`src/rtl/audio_ctrl_pkg.sv`:
```
// Shared types and helpers for the audio record/playback sequencer.
// State encoding matches the externally visible state port.
package audio_ctrl_pkg;

  typedef enum logic [2:0] {
    ST_IDLE       = 3'd0,
    ST_RECORD     = 3'd1,
    ST_PLAY       = 3'd2,
    ST_PAUSE_REC  = 3'd3,
    ST_PAUSE_PLAY = 3'd4
  } state_t;

  localparam int SAMPLE_W  = 16;
  localparam int SPEED_MAX = 8;

  // A factor of 0 means 1; anything above SPEED_MAX saturates.
  function automatic logic [3:0] clamp_factor(input logic [3:0] f);
    if (f == 4'd0) return 4'd1;
    if (f > 4'(SPEED_MAX)) return 4'(SPEED_MAX);
    return f;
  endfunction

endpackage

```
`src/rtl/sram_port_seq.sv`:
```
// One-shot SRAM strobe sequencer: a write holds we_n low for one cycle, a read
// holds oe_n low for one cycle and captures the read data as it releases.
module sram_port_seq
  import audio_ctrl_pkg::*;
#(
  parameter int ADDR_W = 18
) (
  input  logic                clk,
  input  logic                rst,
  input  logic                rd_go,
  input  logic                wr_go,
  input  logic                abort,
  input  logic [ADDR_W-1:0]   addr,
  input  logic [SAMPLE_W-1:0] wdata,
  output logic [SAMPLE_W-1:0] rdata,
  output logic                rdata_valid,
  output logic                rd_busy,
  output logic                wr_busy,
  output logic [ADDR_W-1:0]   sram_addr,
  output logic [SAMPLE_W-1:0] sram_wdata,
  input  logic [SAMPLE_W-1:0] sram_rdata,
  output logic                sram_we_n,
  output logic                sram_oe_n
);

  assign rd_busy = ~sram_oe_n;
  assign wr_busy = ~sram_we_n;

  // Stage boundary: launch (address/strobe) -> release (capture/complete).
  // A strobe is only launched when both are high, so they never overlap.
  always_ff @(posedge clk or posedge rst) begin
    if (rst) begin
      sram_addr   <= '0;
      sram_wdata  <= '0;
      sram_we_n   <= 1'b1;
      sram_oe_n   <= 1'b1;
      rdata       <= '0;
      rdata_valid <= 1'b0;
    end else begin
      rdata_valid <= 1'b0;
      if (!sram_oe_n) begin
        sram_oe_n <= 1'b1;
        if (!abort) begin
          rdata       <= sram_rdata;
          rdata_valid <= 1'b1;
        end
      end else if (!sram_we_n) begin
        sram_we_n <= 1'b1;
      end else if (wr_go) begin
        sram_addr  <= addr;
        sram_wdata <= wdata;
        sram_we_n  <= 1'b0;
      end else if (rd_go) begin
        sram_addr <= addr;
        sram_oe_n <= 1'b0;
      end
    end
  end

endmodule

```
`src/rtl/audio_ctrl.sv`:
```
// Record/playback sequencer owning the shared codec SRAM.
// Optional build macro LOOP_PLAY_EN: playback wraps to address 0 instead of stopping.
module audio_ctrl
  import audio_ctrl_pkg::*;
#(
  parameter int                ADDR_W   = 18,
  parameter logic [ADDR_W-1:0] MAX_ADDR = 18'h3FFFF
) (
  input  logic                bclk,
  input  logic                rst,
  input  logic                key_record,
  input  logic                key_play,
  input  logic                key_pause,
  input  logic                key_stop,
  input  logic                speed_mode,
  input  logic [3:0]          speed_factor,
  input  logic                adc_valid,
  input  logic [SAMPLE_W-1:0] adc_data,
  input  logic                dac_req,
  output logic [SAMPLE_W-1:0] dac_data,
  output logic                dac_valid,
  output logic [ADDR_W-1:0]   sram_addr,
  output logic [SAMPLE_W-1:0] sram_wdata,
  input  logic [SAMPLE_W-1:0] sram_rdata,
  output logic                sram_we_n,
  output logic                sram_oe_n,
  output logic [2:0]          state,
  output logic [ADDR_W-1:0]   rec_end,
  output logic                done
);

  state_t            cur_st, nxt_st;
  logic [ADDR_W-1:0] wr_ptr, rd_ptr, port_addr;
  logic [3:0]        rep_cnt, rep_nxt, spd_fac_p0;
  logic              spd_mode_p0, has_rec;
  logic              rd_go, wr_go, rd_busy, wr_busy, port_idle;
  logic              start_play, clear_wr, rd_commit, wrap_play, done_nxt;
  logic [ADDR_W:0]   rd_nxt;
  logic              past_end;

  assign state     = cur_st;
  assign port_idle = ~rd_busy & ~wr_busy;
  assign port_addr = wr_go ? wr_ptr : rd_ptr;

  sram_port_seq #(.ADDR_W(ADDR_W)) u_port (
    .clk         (bclk),
    .rst         (rst),
    .rd_go       (rd_go),
    .wr_go       (wr_go),
    .abort       (key_stop),
    .addr        (port_addr),
    .wdata       (adc_data),
    .rdata       (dac_data),
    .rdata_valid (dac_valid),
    .rd_busy     (rd_busy),
    .wr_busy     (wr_busy),
    .sram_addr   (sram_addr),
    .sram_wdata  (sram_wdata),
    .sram_rdata  (sram_rdata),
    .sram_we_n   (sram_we_n),
    .sram_oe_n   (sram_oe_n)
  );

  // Read-pointer advance, computed one bit wider so running past the end never wraps.
  always_comb begin
    rd_nxt  = {1'b0, rd_ptr};
    rep_nxt = 4'd0;
    if (!spd_mode_p0)
      rd_nxt = {1'b0, rd_ptr} + {{(ADDR_W-3){1'b0}}, spd_fac_p0};
    else if (rep_cnt >= spd_fac_p0 - 4'd1)
      rd_nxt = {1'b0, rd_ptr} + 1'b1;
    else
      rep_nxt = rep_cnt + 4'd1;
    past_end = rd_nxt > {1'b0, rec_end};
  end

  always_ff @(posedge bclk or posedge rst) begin
    if (rst) cur_st <= ST_IDLE;
    else     cur_st <= nxt_st;
  end

  always_comb begin
    nxt_st     = cur_st;
    rd_go      = 1'b0;
    wr_go      = 1'b0;
    start_play = 1'b0;
    clear_wr   = 1'b0;
    rd_commit  = 1'b0;
    wrap_play  = 1'b0;
    done_nxt   = 1'b0;
    case (cur_st)
      ST_IDLE: begin
        if (!key_stop && !key_pause) begin
          if (key_play && has_rec) begin
            nxt_st     = ST_PLAY;
            start_play = 1'b1;
          end else if (key_record) begin
            nxt_st   = ST_RECORD;
            clear_wr = 1'b1;
          end
        end
      end
      ST_RECORD: begin
        if (wr_busy && wr_ptr == MAX_ADDR) begin
          done_nxt = 1'b1;
          nxt_st   = ST_IDLE;
        end else if (key_stop) begin
          nxt_st = ST_IDLE;
        end else if (key_pause) begin
          nxt_st = ST_PAUSE_REC;
        end else if (adc_valid && port_idle) begin
          wr_go = 1'b1;
        end
      end
      ST_PLAY: begin
        if (key_stop) begin
          nxt_st = ST_IDLE;
        end else if (rd_busy) begin
          rd_commit = 1'b1;
          if (past_end) begin
            done_nxt = 1'b1;
`ifdef LOOP_PLAY_EN
            wrap_play = 1'b1;
            if (key_pause) nxt_st = ST_PAUSE_PLAY;
`else
            nxt_st = ST_IDLE;
`endif
          end else if (key_pause) begin
            nxt_st = ST_PAUSE_PLAY;
          end
        end else if (key_pause) begin
          nxt_st = ST_PAUSE_PLAY;
        end else if (dac_req && port_idle) begin
          rd_go = 1'b1;
        end
      end
      ST_PAUSE_REC: begin
        if (key_stop)       nxt_st = ST_IDLE;
        else if (key_pause) nxt_st = ST_RECORD;
      end
      ST_PAUSE_PLAY: begin
        if (key_stop)       nxt_st = ST_IDLE;
        else if (key_pause) nxt_st = ST_PLAY;
      end
      default: nxt_st = ST_IDLE;
    endcase
  end

  // Speed settings are latched with each accepted request (_p0) and used when it completes.
  always_ff @(posedge bclk or posedge rst) begin
    if (rst) begin
      wr_ptr      <= '0;
      rd_ptr      <= '0;
      rep_cnt     <= 4'd0;
      rec_end     <= '0;
      has_rec     <= 1'b0;
      spd_mode_p0 <= 1'b0;
      spd_fac_p0  <= 4'd1;
      done        <= 1'b0;
    end else begin
      done <= done_nxt;
      if (clear_wr) begin
        wr_ptr <= '0;
      end else if (wr_busy) begin
        rec_end <= wr_ptr;
        wr_ptr  <= wr_ptr + 1'b1;
        has_rec <= 1'b1;
      end
      if (start_play || wrap_play) begin
        rd_ptr  <= '0;
        rep_cnt <= 4'd0;
      end else if (rd_commit) begin
        rd_ptr  <= rd_nxt[ADDR_W-1:0];
        rep_cnt <= rep_nxt;
      end
      if (rd_go) begin
        spd_mode_p0 <= speed_mode;
        spd_fac_p0  <= clamp_factor(speed_factor);
      end
    end
  end

endmodule

```
`config.mk`:
```
export PLATFORM = sky130hd
export DESIGN_NAME = audio_ctrl
export DESIGN_NICKNAME = d
export VERILOG_FILES = /design/src/rtl/audio_ctrl_pkg.sv /design/src/rtl/sram_port_seq.sv /design/src/rtl/audio_ctrl.sv
export SDC_FILE = /design/constraint.sdc
export NUM_CORES = 1
export LEC_CHECK = 0
export BUFFER_PORTS_ARGS = -buffer_cell sky130_fd_sc_hd__buf_2
export CAP_MARGIN = 20
export CORE_MARGIN = 4
export CORE_UTILIZATION = 32
export DETAILED_ROUTE_END_ITERATION = 12
export PLACE_DENSITY = 0.57
export SLEW_MARGIN = 15
export SYNTH_ARGS = -nofsm -noshare
export SYNTH_HDL_FRONTEND = slang
export SYNTH_HIERARCHICAL = 1
export SYNTH_SLANG_ARGS = --single-unit
```
`constraint.sdc`:
```
create_clock -name bclk -period 11.4 [get_ports bclk]
set_input_delay 1.14 -clock bclk [delete_from_list [all_inputs] [get_ports bclk]]
set_output_delay 1.14 -clock bclk [all_outputs]
set_load 0.1 [all_outputs]
```
==> results of run 1 <==
stage by stage:
stage	cells	utilization, %
2_1_floorplan	646	-
3_3_place_gp	1014	36.6
3_5_place_dp	1014	36.6
4_1_cts	1046	39.5
5_1_grt	1046	39.5
6_report	1046	39.5
flip-flops by register name, summed over array words and instances, names as in the netlist:
name,cells
done,1
has_rec,1
rd_ptr,18
rec_end,18
rep_cnt,4
spd_fac_p0,4
spd_mode_p0,1
state,3
u_port/rdata,16
u_port/rdata_valid,1
u_port/sram_addr,18
u_port/sram_oe_n,1
u_port/sram_wdata,16
u_port/sram_we_n,1
wr_ptr,18
kinds of logic (layout without fill, tap and decap cells):
group	count (synthesis)	after routing	share of synthesized area, %
and+or+nand+nor	233	233	17.4
buffers and inverters	59	189	3.81
muxes	56	56	10.1
adders and majority gates	31	31	6.05
xor gates and xnor gates	35	35	4.69
DFF	121	121	46.4
AOI/OAI and AO/OA	111	111	11.6
power groups by stage:
stage / Sequential (mW) / Combinational (mW) / Clock (mW)
2_1_floorplan: 1.27 / 0.315 / 0
3_3_place_gp: 0.639 / 1.15 / 0
3_5_place_dp: 0.642 / 1.16 / 0
4_1_cts: 0.636 / 1.16 / 0.545
5_1_grt: 0.653 / 1.21 / 0.566
6_report: 0.636 / 1.15 / 0.533
area by class of cell:
cell class | count | area, um^2
tap | 270 | 338
inverter | 34 | 128
fill | 2056 | 12200
clock inverter | 11 | 121
timing repair buffer | 123 | 626
sequential | 121 | 3030
multi-input combinational | 466 | 3270
clock buffer | 21 | 460
per-layer routing:
metal / track usage [%] / share of wire (%) / vias up
met3: 3.05 / 3.3 / 38
met2: 23.9 / 48 / 93
li1: - / - / 2507
met4: 6.44 / 2.9 / 0
met1: 21.8 / 46 / 2460
met5: 0 / 0 / -
cell usage after synthesis (11+ instances only):
master and count:
a21oi_1 13, xnor2_1 19, a31oi_1 13, nand2_1 107
xor2_1 16, ha_1 30, mux2_2 41, dfrtp_1 118
o21ai_0 38, inv_1 34, nor2_1 39, clkbuf_1 17
nand3_1 18, nand4_1 11
path summary, 6_finish.rpt:
check / endpoint / slack, ns / depth (start not counted)
max in group asynchronous: rep_cnt[0] / 9.79 / 3
max: state[2] / 6.96 / 17
max reg2reg: state[2] / 6.96 / 17
min reg2reg: u_port/sram_wdata[10] / 0.50 / 1
min in group asynchronous: u_port/sram_addr[2] / 0.72 / 2
min: u_port/sram_wdata[10] / 0.50 / 1
critical path, stage by stage (launching register included):
cell	delay, ns
dfstp_2	0.54
inv_1	0.06
ha_1	0.20
xnor2_1	0.16
ha_1	0.24
o21a_1	0.14
nor2_1	0.10
o41ai_2	0.51
and3_1	0.47
nand2_1	0.13
xnor2_1	0.16
ha_1	0.29
nand4_1	0.10
nor4_1	0.41
o31ai_1	0.15
a31oi_1	0.31
nor3_1	0.10
o31a_1	0.24
==> flow_metrics.tcl, run 1 <==
set metrics [dict create \
    status "finished, final reports clean" \
    dieArea_um2 22800 \
    rsz0062_at_grt "false" \
    min_period_ns 4.44 \
    cts_made_buffers 17 \
    root_buffer "clkbuf_16" \
    placed_area_um2 7390 \
    end_kind "register" \
    clockBufferDepth 2 \
    cp-start-kind "register" \
    port_buffers 119 \
    worst_ep_arrival_time_ns 4.74 \
    setup_slack_ns 6.96 \
    ys_async_sr_fraction_pct 100 \
    fp.dieH_um 151 \
    nets 839 \
    synthFlopType "dfrtp_1" \
    combPwrFrac_pct 49.6 \
    hpwlAfterDp_mm 12.8 \
    start_util_pct 32.4 \
    dr_total_vias 5098 \
    grt_overflow_total 0 \
    detail-route-antenna-nets 0 \
    grt_pass1_wl_mm 27.8 \
    synth_cell_type_count 67 \
    pwr-share-clk_pct 22.9 \
    cts_resized 0 \
    diodes 0 \
    maxCapViolCount 0 \
    slew_viol_final 0 \
    drt-pass1-iter-count 5 \
    synth_top_area_share_pct 45.2 \
    timing.slew.headroom_pct 28.8 \
    synth-edff-count 0 \
    wl_mm 17.2 \
    area_growth_pct 22.0 \
    worstSetupPathType "register to register" \
    place_ws_ns 6.94 \
    synth.net_count 722 \
    io_pins 120 \
    synthCells 646 \
    ir_worst_vdd_v 0.000232 \
    seqPwrFrac_pct 27.4 \
    finalCritPeriodShare_pct 38.9 \
    core_area_um2 20200 \
    synth_area_um2 6540 \
    cellPowerDensity_nw_per_um2 291 \
    hold_class "register to register" \
    viasPerCell 4.87 \
    final_common_cell "buf_2" \
    post-route-drc-count 0 \
    grt_pass1_vias 5049 \
    crit_required_ns 11.71 \
    drive_gt1_share_pct 29.0 \
    power_mw 2.32 \
    gp_congestion 0.829 \
    intPower_mw 1.11 \
    synth_area_leader_cell "dfrtp_1" \
    worst_pin_slew_ns 1.07 \
    cts_hold_buf 0 \
    grt_max_degree 69 \
    drt_iter0_markers 358 \
    skew_ns 0.00726 \
    cts_num_sinks 121 \
    antenna_found_initial 0 \
    cts_max_level 4 \
    setup_tns_ns 0 \
    final_area_um2 7970 \
    finalHoldViolCount 0 \
    critPathLaunch "spd_fac_p0[0]" \
    grt_usage_pct 15.6 \
    yosys_warnings 6 \
    synth.avg_cell_area_um2 10.1 \
    p_switching_mw 1.21 \
    rows 52 \
    cp_max_fo 10 \
    swShare_pct 52.1 \
    timing.rr.start "spd_fac_p0[0]" \
    wire_per_inst_um 16.4 \
    ys_seq_area_share_pct 46.4 \
    cts_setup_buffers 0 \
    fmaxAchievable_ghz 0.225 \
    tritoncts "yes" \
    p_leak_nw 3.92 \
    cts.clk_slew.worst_paths_ns 0.06 \
    ys_ff_latch 121 \
    final_cell_mix "119 x buf_2, 118 x dfrtp_1, 107 x nand2_1" \
    hp-start "u_port/sram_wdata[10]" \
    holdWs_ns 0.498 \
    clk-insertion-delay-late_ns 0.42 \
    fp.dieW_um 151 \
    yosys-top-cells-area "dfrtp_1 45%, mux2_2 7.1%, nand2_1 6.1%" \
    setup_viol 0 \
]
No activity file was read; power rests on OpenSTA's default activity.
==> run 2: changes to the inputs <==
--- a/config.mk
+++ b/config.mk
@@ -5,12 +5,13 @@
 export SDC_FILE = /design/constraint.sdc
 export NUM_CORES = 1
 export LEC_CHECK = 0
+export ABC_AREA = 1
 export BUFFER_PORTS_ARGS = -buffer_cell sky130_fd_sc_hd__buf_2
 export CAP_MARGIN = 20
 export CORE_MARGIN = 4
 export CORE_UTILIZATION = 32
 export DETAILED_ROUTE_END_ITERATION = 12
-export PLACE_DENSITY = 0.57
+export PLACE_DENSITY = 0.58
 export SLEW_MARGIN = 15
 export SYNTH_ARGS = -nofsm -noshare
 export SYNTH_HDL_FRONTEND = slang
==> constraint.sdc (replaced) <==
create_clock -name bclk -period 3.6 [get_ports bclk]
set_input_delay 0.36 -clock bclk [delete_from_list [all_inputs] [get_ports bclk]]
set_output_delay 0.36 -clock bclk [all_outputs]
set_load 0.1 [all_outputs]
==> run 2 against run 1 <==
Against the previous run: count of clock-buffer cells in the layout decreased by 2; clock power increased to 3.2 times the previous value; non-clock buffer count increased by 37; critical path type unchanged; clock skew about the same; sequential share of layout area decreased by 3.5 points; wire length increased by 11%; the flow now finishes with violations (setup timing); via count increased by 21%; worst hold slack got worse by 0.36 ns; register-to-register slack got worse by 7.0 ns.
==> flow_metrics.tcl, run 2 <==
set metrics [dict create \
    ys_seq_area_share_pct 43.5 \
    rows 53 \
    gr-usage-met3_pct 3.66 \
    io_pins 120 \
    grt_usage_pct 15.9 \
    synthXorXnorAreaFrac_pct 2.51 \
    worst_path_max_delay_cell "dfstp_2" \
    worst_ep_arrival_time_ns 3.93 \
    synth_top_family_by_area "simple AND/OR/NAND/NOR gates" \
    synth_top_area_share_pct 42.4 \
    rrSetupSlack_ns -0.02 \
    worstSetupPathType "register to register" \
    finalHoldViolCount 0 \
    finalCritPeriodShare_pct 101 \
    synthSimpleGateAreaFrac_pct 27.1 \
    ys_async_sr_fraction_pct 100 \
    synth-compound-area-share_pct 11.2 \
    synthCells 866 \
    final_common_cell "nand2_1" \
    violations "setup timing" \
    place_ws_ns -0.205 \
    crit_path_end "state[1]" \
    grt_overflow_total 0 \
    yosys.area_share.adder_pct 5.67 \
    dr_total_vias 6160 \
    port_buffers 119 \
    synth.net_count 942 \
    synth.avg_cell_area_um2 8.05 \
    fp.dieW_um 156 \
    clockBufferDepth 2 \
    nets 1094 \
    min_period_ns 3.62 \
    drt_iter0_markers 404 \
    fillers 2210 \
    synth_cell_type_count 51 \
    grt_pass1_wl_mm 30.9 \
    synth_area_leader_cell "dfrtp_1" \
    skew_ns 0.00775 \
    cts_num_sinks 121 \
    use_met1_pct 21.9 \
    fmaxAchievable_ghz 0.276 \
    area_growth_pct 25.9 \
    regToRegEndpoint "state[1]" \
    fp.dieH_um 156 \
    wire_per_inst_um 14.6 \
    crit_required_ns 3.91 \
    cellPowerDensity_nw_per_um2 1020 \
    status "finished, violations left" \
    placed_area_um2 7940 \
    critPathMostFrequentCell "nand2_1" \
    core_area_um2 21200 \
    critical-path-top-delay-family "simple AND/OR/NAND/NOR gates" \
    setup_tns_ns -0.0303 \
    synth.most_common_cell "nand2_1" \
    cts_max_level 4 \
    synth-edff-count 0 \
    timing.rr.start "spd_fac_p0[0]" \
    post-route-drc-count 0 \
    end_kind "register" \
    maxCapViolCount 0 \
    start_util_pct 32.8 \
    setup_viol 2 \
    hpwlAfterDp_mm 14.2 \
    final_cell_mix "254 x nand2_1, 119 x buf_2, 118 x dfrtp_1" \
    multi_input_area_um2 3390 \
    final_area_um2 8770 \
    cts.clk_slew.worst_paths_ns 0.06 \
    gp_congestion 0.864 \
    clk-insertion-delay-late_ns 0.42 \
    ir_worst_vdd_v 0.000416 \
    cp_max_fo 5 \
    setup_slack_ns -0.0238 \
    antenna_found_initial 0 \
    tritoncts "yes" \
    grt.busiest_layer "met2" \
    drive_gt1_share_pct 28.2 \
    cp-start-kind "register" \
    hold_class "primary input to register" \
    wl_mm 19.1 \
    detail-route-antenna-nets 0 \
    crit_cells 28 \
    grt_pass1_vias 5873 \
    yosys_warnings 6 \
    crit_buf_inv 5 \
    rsz0062_at_grt "true" \
    synthFlopType "dfrtp_1" \
    synth_area_um2 6970 \
    slew_viol_final 0 \
    worst_pin_slew_ns 0.515 \
    drt-pass1-iter-count 5 \
    slowest_delay_ns 0.54 \
    grt_use_met2_pct 25.9 \
    timing.slew.headroom_pct 65.9 \
    yosys-top-cells-area "dfrtp_1 42%, nand2_1 14%, inv_1 6.2%" \
    power_mw 8.98 \
    dieArea_um2 24200 \
    root_buffer "clkbuf_16" \
    ys_ff_latch 121 \
    r2r_cells 28 \
    diodes 0 \
    yosys-top-cells-count "262 x nand2_1, 118 x dfrtp_1, 115 x inv_1, 46 x o21ai_0, 39 x nand3_1" \
    grt_max_degree 69 \
    synth_mux_area_share_pct 0 \
    viasPerCell 4.72 \
    cts_made_buffers 17 \
    critPathLaunch "spd_fac_p0[0]" \
    p_leak_nw 4.56 \
    seqCellArea_um2 3030 \
]
## run 2: logic make-up (layout without fill, tap and decap cells)
logic type,after synthesis,in the layout
simple gates,408,408
fa+ha+maj,31,31
xor+xnor,20,20
compound gates,132,132
flops,121,121
buf+inv,154,319
## run 2: where the power goes
part           switching, mW  internal [mW]  leakage, nW
Clock                  0.656           1.04        0.284
Sequential             0.372           1.81         1.58
Combinational           3.84           1.26         2.69
## run 2: repair_timing
action                                  4_1_cts  5_1_grt
endpoints found under the setup margin        3        3
pin swaps                                    13       17
gates resized for setup                      20       16
buffers inserted                              8        2
endpoints found under the hold margin        18        0
cloned                                        0        0
hold buffers                                  1        0
## run 2: cell type report
| cell class | instances | share of cell area [%] |
|---|---|---|
| clock buffers | 19 | 5.05 |
| clock inverters | 13 | 1.67 |
| inverters | 127 | 5.52 |
| multi-input cells | 591 | 38.6 |
| flip-flops and latches | 121 | 34.6 |
| well taps | 275 | 3.92 |
| repair buffers | 160 | 10.7 |
## run 2: worst register-to-register path, delay by kind of cell, from the launching register on
family / cells / cell delay [ns]
adders and majority gates: 2 / 0.59
AOI/OAI and AO/OA: 1 / 0.18
buffers and inverters: 5 / 0.48
xor gates and xnor gates: 1 / 0.06
and+or+nand+nor: 19 / 1.65
DFF: 1 / 0.54
## run 2: layer usage
metal | vias up | share of wire [%]
met1 | 2853 | 47
met4 | 0 | 1.1
met5 | - | 0
met2 | 185 | 46
li1 | 3098 | -
met3 | 24 | 5.9
## run 2: per-stage QoR
| stage | util, % | instances | hold slack, ns |
|---|---|---|---|
| 6_report | 41.3 | 1306 | 0.136 |
| 5_1_grt | 41.3 | 1306 | 0.125 |
| 4_1_cts | 40.9 | 1304 | 0.123 |
| 3_5_place_dp | 37.4 | 1263 | 0.401 |
| 2_1_floorplan | - | 866 | 0.433 |
| 3_3_place_gp | 37.3 | 1262 | 0.450 |
## run 2: how the worst min path moves through the flow
| stage | endpoint | depth (start not counted) | startpoint | slack (ns) |
|---|---|---|---|---|
| finish | u_port/sram_wdata[2] | 3 | adc_data[2] | 0.14 |
| global route | u_port/sram_wdata[2] | 3 | adc_data[2] | 0.13 |
| CTS | u_port/sram_wdata[2] | 3 | adc_data[2] | 0.12 |
| detailed placement | u_port/sram_wdata[4] | 2 | rst | 0.40 |
| global placement | u_port/sram_addr[13] | 2 | u_port/sram_addr[13] | 0.45 |
| floorplan | has_rec | 1 | has_rec | 0.43 |
==> run 3: changes to the inputs <==
--- a/config.mk
+++ b/config.mk
@@ -11,7 +11,6 @@
 export CORE_MARGIN = 4
 export CORE_UTILIZATION = 32
 export DETAILED_ROUTE_END_ITERATION = 12
-export PLACE_DENSITY = 0.58
 export SLEW_MARGIN = 15
 export SYNTH_ARGS = -nofsm -noshare
 export SYNTH_HDL_FRONTEND = slang
==> run 3 against run 2 <==
Against the previous run: the flow now finishes without violations; fmax rose by 2.4%; clock skew rose by 0.0048 ns; sequential power about the same; utilization is 0.73 points higher; via count grew 1.5%; count of clock-buffer cells in the layout is 1 lower; cell count is 0.61% higher; worst setup slack better by 0.086 ns; clock power shrank 6%; non-clock buffer count up 8; sequential share of layout area down 0.60 points; largest cell class unchanged.
==> flow_metrics.tcl, run 3 (same netlist as run 2, synthesis figures left out) <==
set metrics [dict create \
    seqCellArea_um2 3030 \
    setup_tns_ns 0 \
    worstSetupPathType "register to register" \
    end_kind "register" \
    worst_path_max_delay_cell "dfstp_2" \
    cp_max_fo 2 \
    cellPowerDensity_nw_per_um2 1020 \
    grt_pass1_vias 6260 \
    timing.slew.headroom_pct 42.5 \
    clk-insertion-delay-late_ns 0.42 \
    drt_iter0_markers 451 \
    detail-route-antenna-nets 0 \
    nets 1102 \
    dr_total_vias 6250 \
    setup_viol 0 \
    finalHoldViolCount 0 \
    slew_viol_final 0 \
    min_period_ns 3.54 \
    clockBufferDepth 2 \
    grt_max_degree 39 \
    cts_max_level 4 \
    cp-start-kind "register" \
    drive_gt1_share_pct 31.2 \
    cts.clk_slew.worst_paths_ns 0.06 \
    final_cell_mix "247 x nand2_1, 119 x buf_2, 118 x dfrtp_1" \
    wire_per_inst_um 14.7 \
    root_buffer "clkbuf_16" \
    wl_mm 19.3 \
    place_ws_ns -0.280 \
    fp.dieW_um 156 \
    cts_num_sinks 121 \
    multi_input_area_um2 3510 \
    utilization_pct 42.1 \
    drt-pass1-iter-count 5 \
    rsz0062_at_grt "true" \
    p_leak_nw 4.59 \
    core_area_um2 21200 \
    worst_ep_arrival_time_ns 3.85 \
    dieArea_um2 24200 \
    maxCapViolCount 0 \
    gp_congestion 0.896 \
    worst_pin_slew_ns 0.863 \
    grt_pass1_wl_mm 31.4 \
    area_growth_pct 28.1 \
    port_buffers 119 \
    fillers 2154 \
    ir_worst_vdd_v 0.000442 \
    cts_made_buffers 17 \
    finalCritPeriodShare_pct 98.3 \
    fmaxAchievable_ghz 0.283 \
    antenna_found_initial 0 \
    slowest_delay_ns 0.56 \
    critPathMostFrequentCell "nand2_1" \
    tritoncts "yes" \
    status "finished, final reports clean" \
    holdWs_ns 0.133 \
    io_pins 120 \
    hold_class "primary input to register" \
    start_util_pct 32.8 \
    hpwlAfterDp_mm 14.6 \
    skew_ns 0.0125 \
    power_mw 9.06 \
    setup_slack_ns 0.0620 \
    grt_overflow_total 0 \
    grt_usage_pct 16.1 \
    final_common_cell "nand2_1" \
    crit_required_ns 3.91 \
    rows 53 \
    diodes 0 \
    viasPerCell 4.76 \
    post-route-drc-count 0 \
    fp.dieH_um 156 \
]
==> run 3: path summary, 6_finish.rpt <==
path                               start                   end  slack (ns)  cells past startpoint
hold reg to reg                  has_rec               has_rec        0.46                      1
hold / removal               adc_data[0]  u_port/sram_wdata[0]        0.13                      3
setup / recovery           spd_fac_p0[0]              state[1]        0.06                     32
min in group asynchronous            rst  u_port/sram_wdata[1]        0.54                      3
max in group asynchronous            rst             wr_ptr[4]        2.13                      4
setup reg to reg           spd_fac_p0[0]              state[1]        0.06                     32
==> run 3: power by group <==
group	internal (mW)	total (mW)	leakage, nW	switching [mW]
clock	0.911	1.59	0.265	0.682
sequential	1.81	2.19	1.58	0.378
combinational	1.36	5.28	2.74	3.92
total	4.08	9.06	4.59	4.98
==> run 3: stage by stage <==
stage / area (um^2) / std cells
after floorplan: 6970 / 866
after global placement: 7950 / 1265
after detailed placement: 7970 / 1266
after CTS: 8660 / 1308
after global routing: 8920 / 1314
final: 8920 / 1314
==> run 3: layer usage <==
layer	vias to the layer above	GRT usage [%]	wire, um
met1	2957	21.7	8940
met3	25	3.47	1130
met2	159	26.2	8810
met4	0	4.71	371
met5	-	0	0
li1	3109	-	-
==> run 3: worst max-delay path, delay by kind of cell, from the launching register on <==
kind,cells,cell delay [ns]
buffers and inverters,5,0.37
DFF,1,0.56
and+or+nand+nor,22,1.52
AOI/OAI and AO/OA,1,0.06
adders and majority gates,3,0.74
xor gates and xnor gates,1,0.17
==> run 3: final cells by class <==
cell class	instances	area share (%)
flip-flops and latches	121	34.0
clock inverters	14	1.25
inverters	127	5.45
multi-input cells	591	39.3
clock buffers	18	4.92
repair buffers	168	11.3
well taps	275	3.86
==> run 3: what timing repair did <==
action / CTS / global route
gates cloned: 0 / 0
setup buffers: 9 / 6
hold buffers: 1 / 0
setup endpoints to repair: 3 / 3
resized for setup: 17 / 50
pin swaps: 11 / 23
endpoints found under the hold margin: 4 / 0
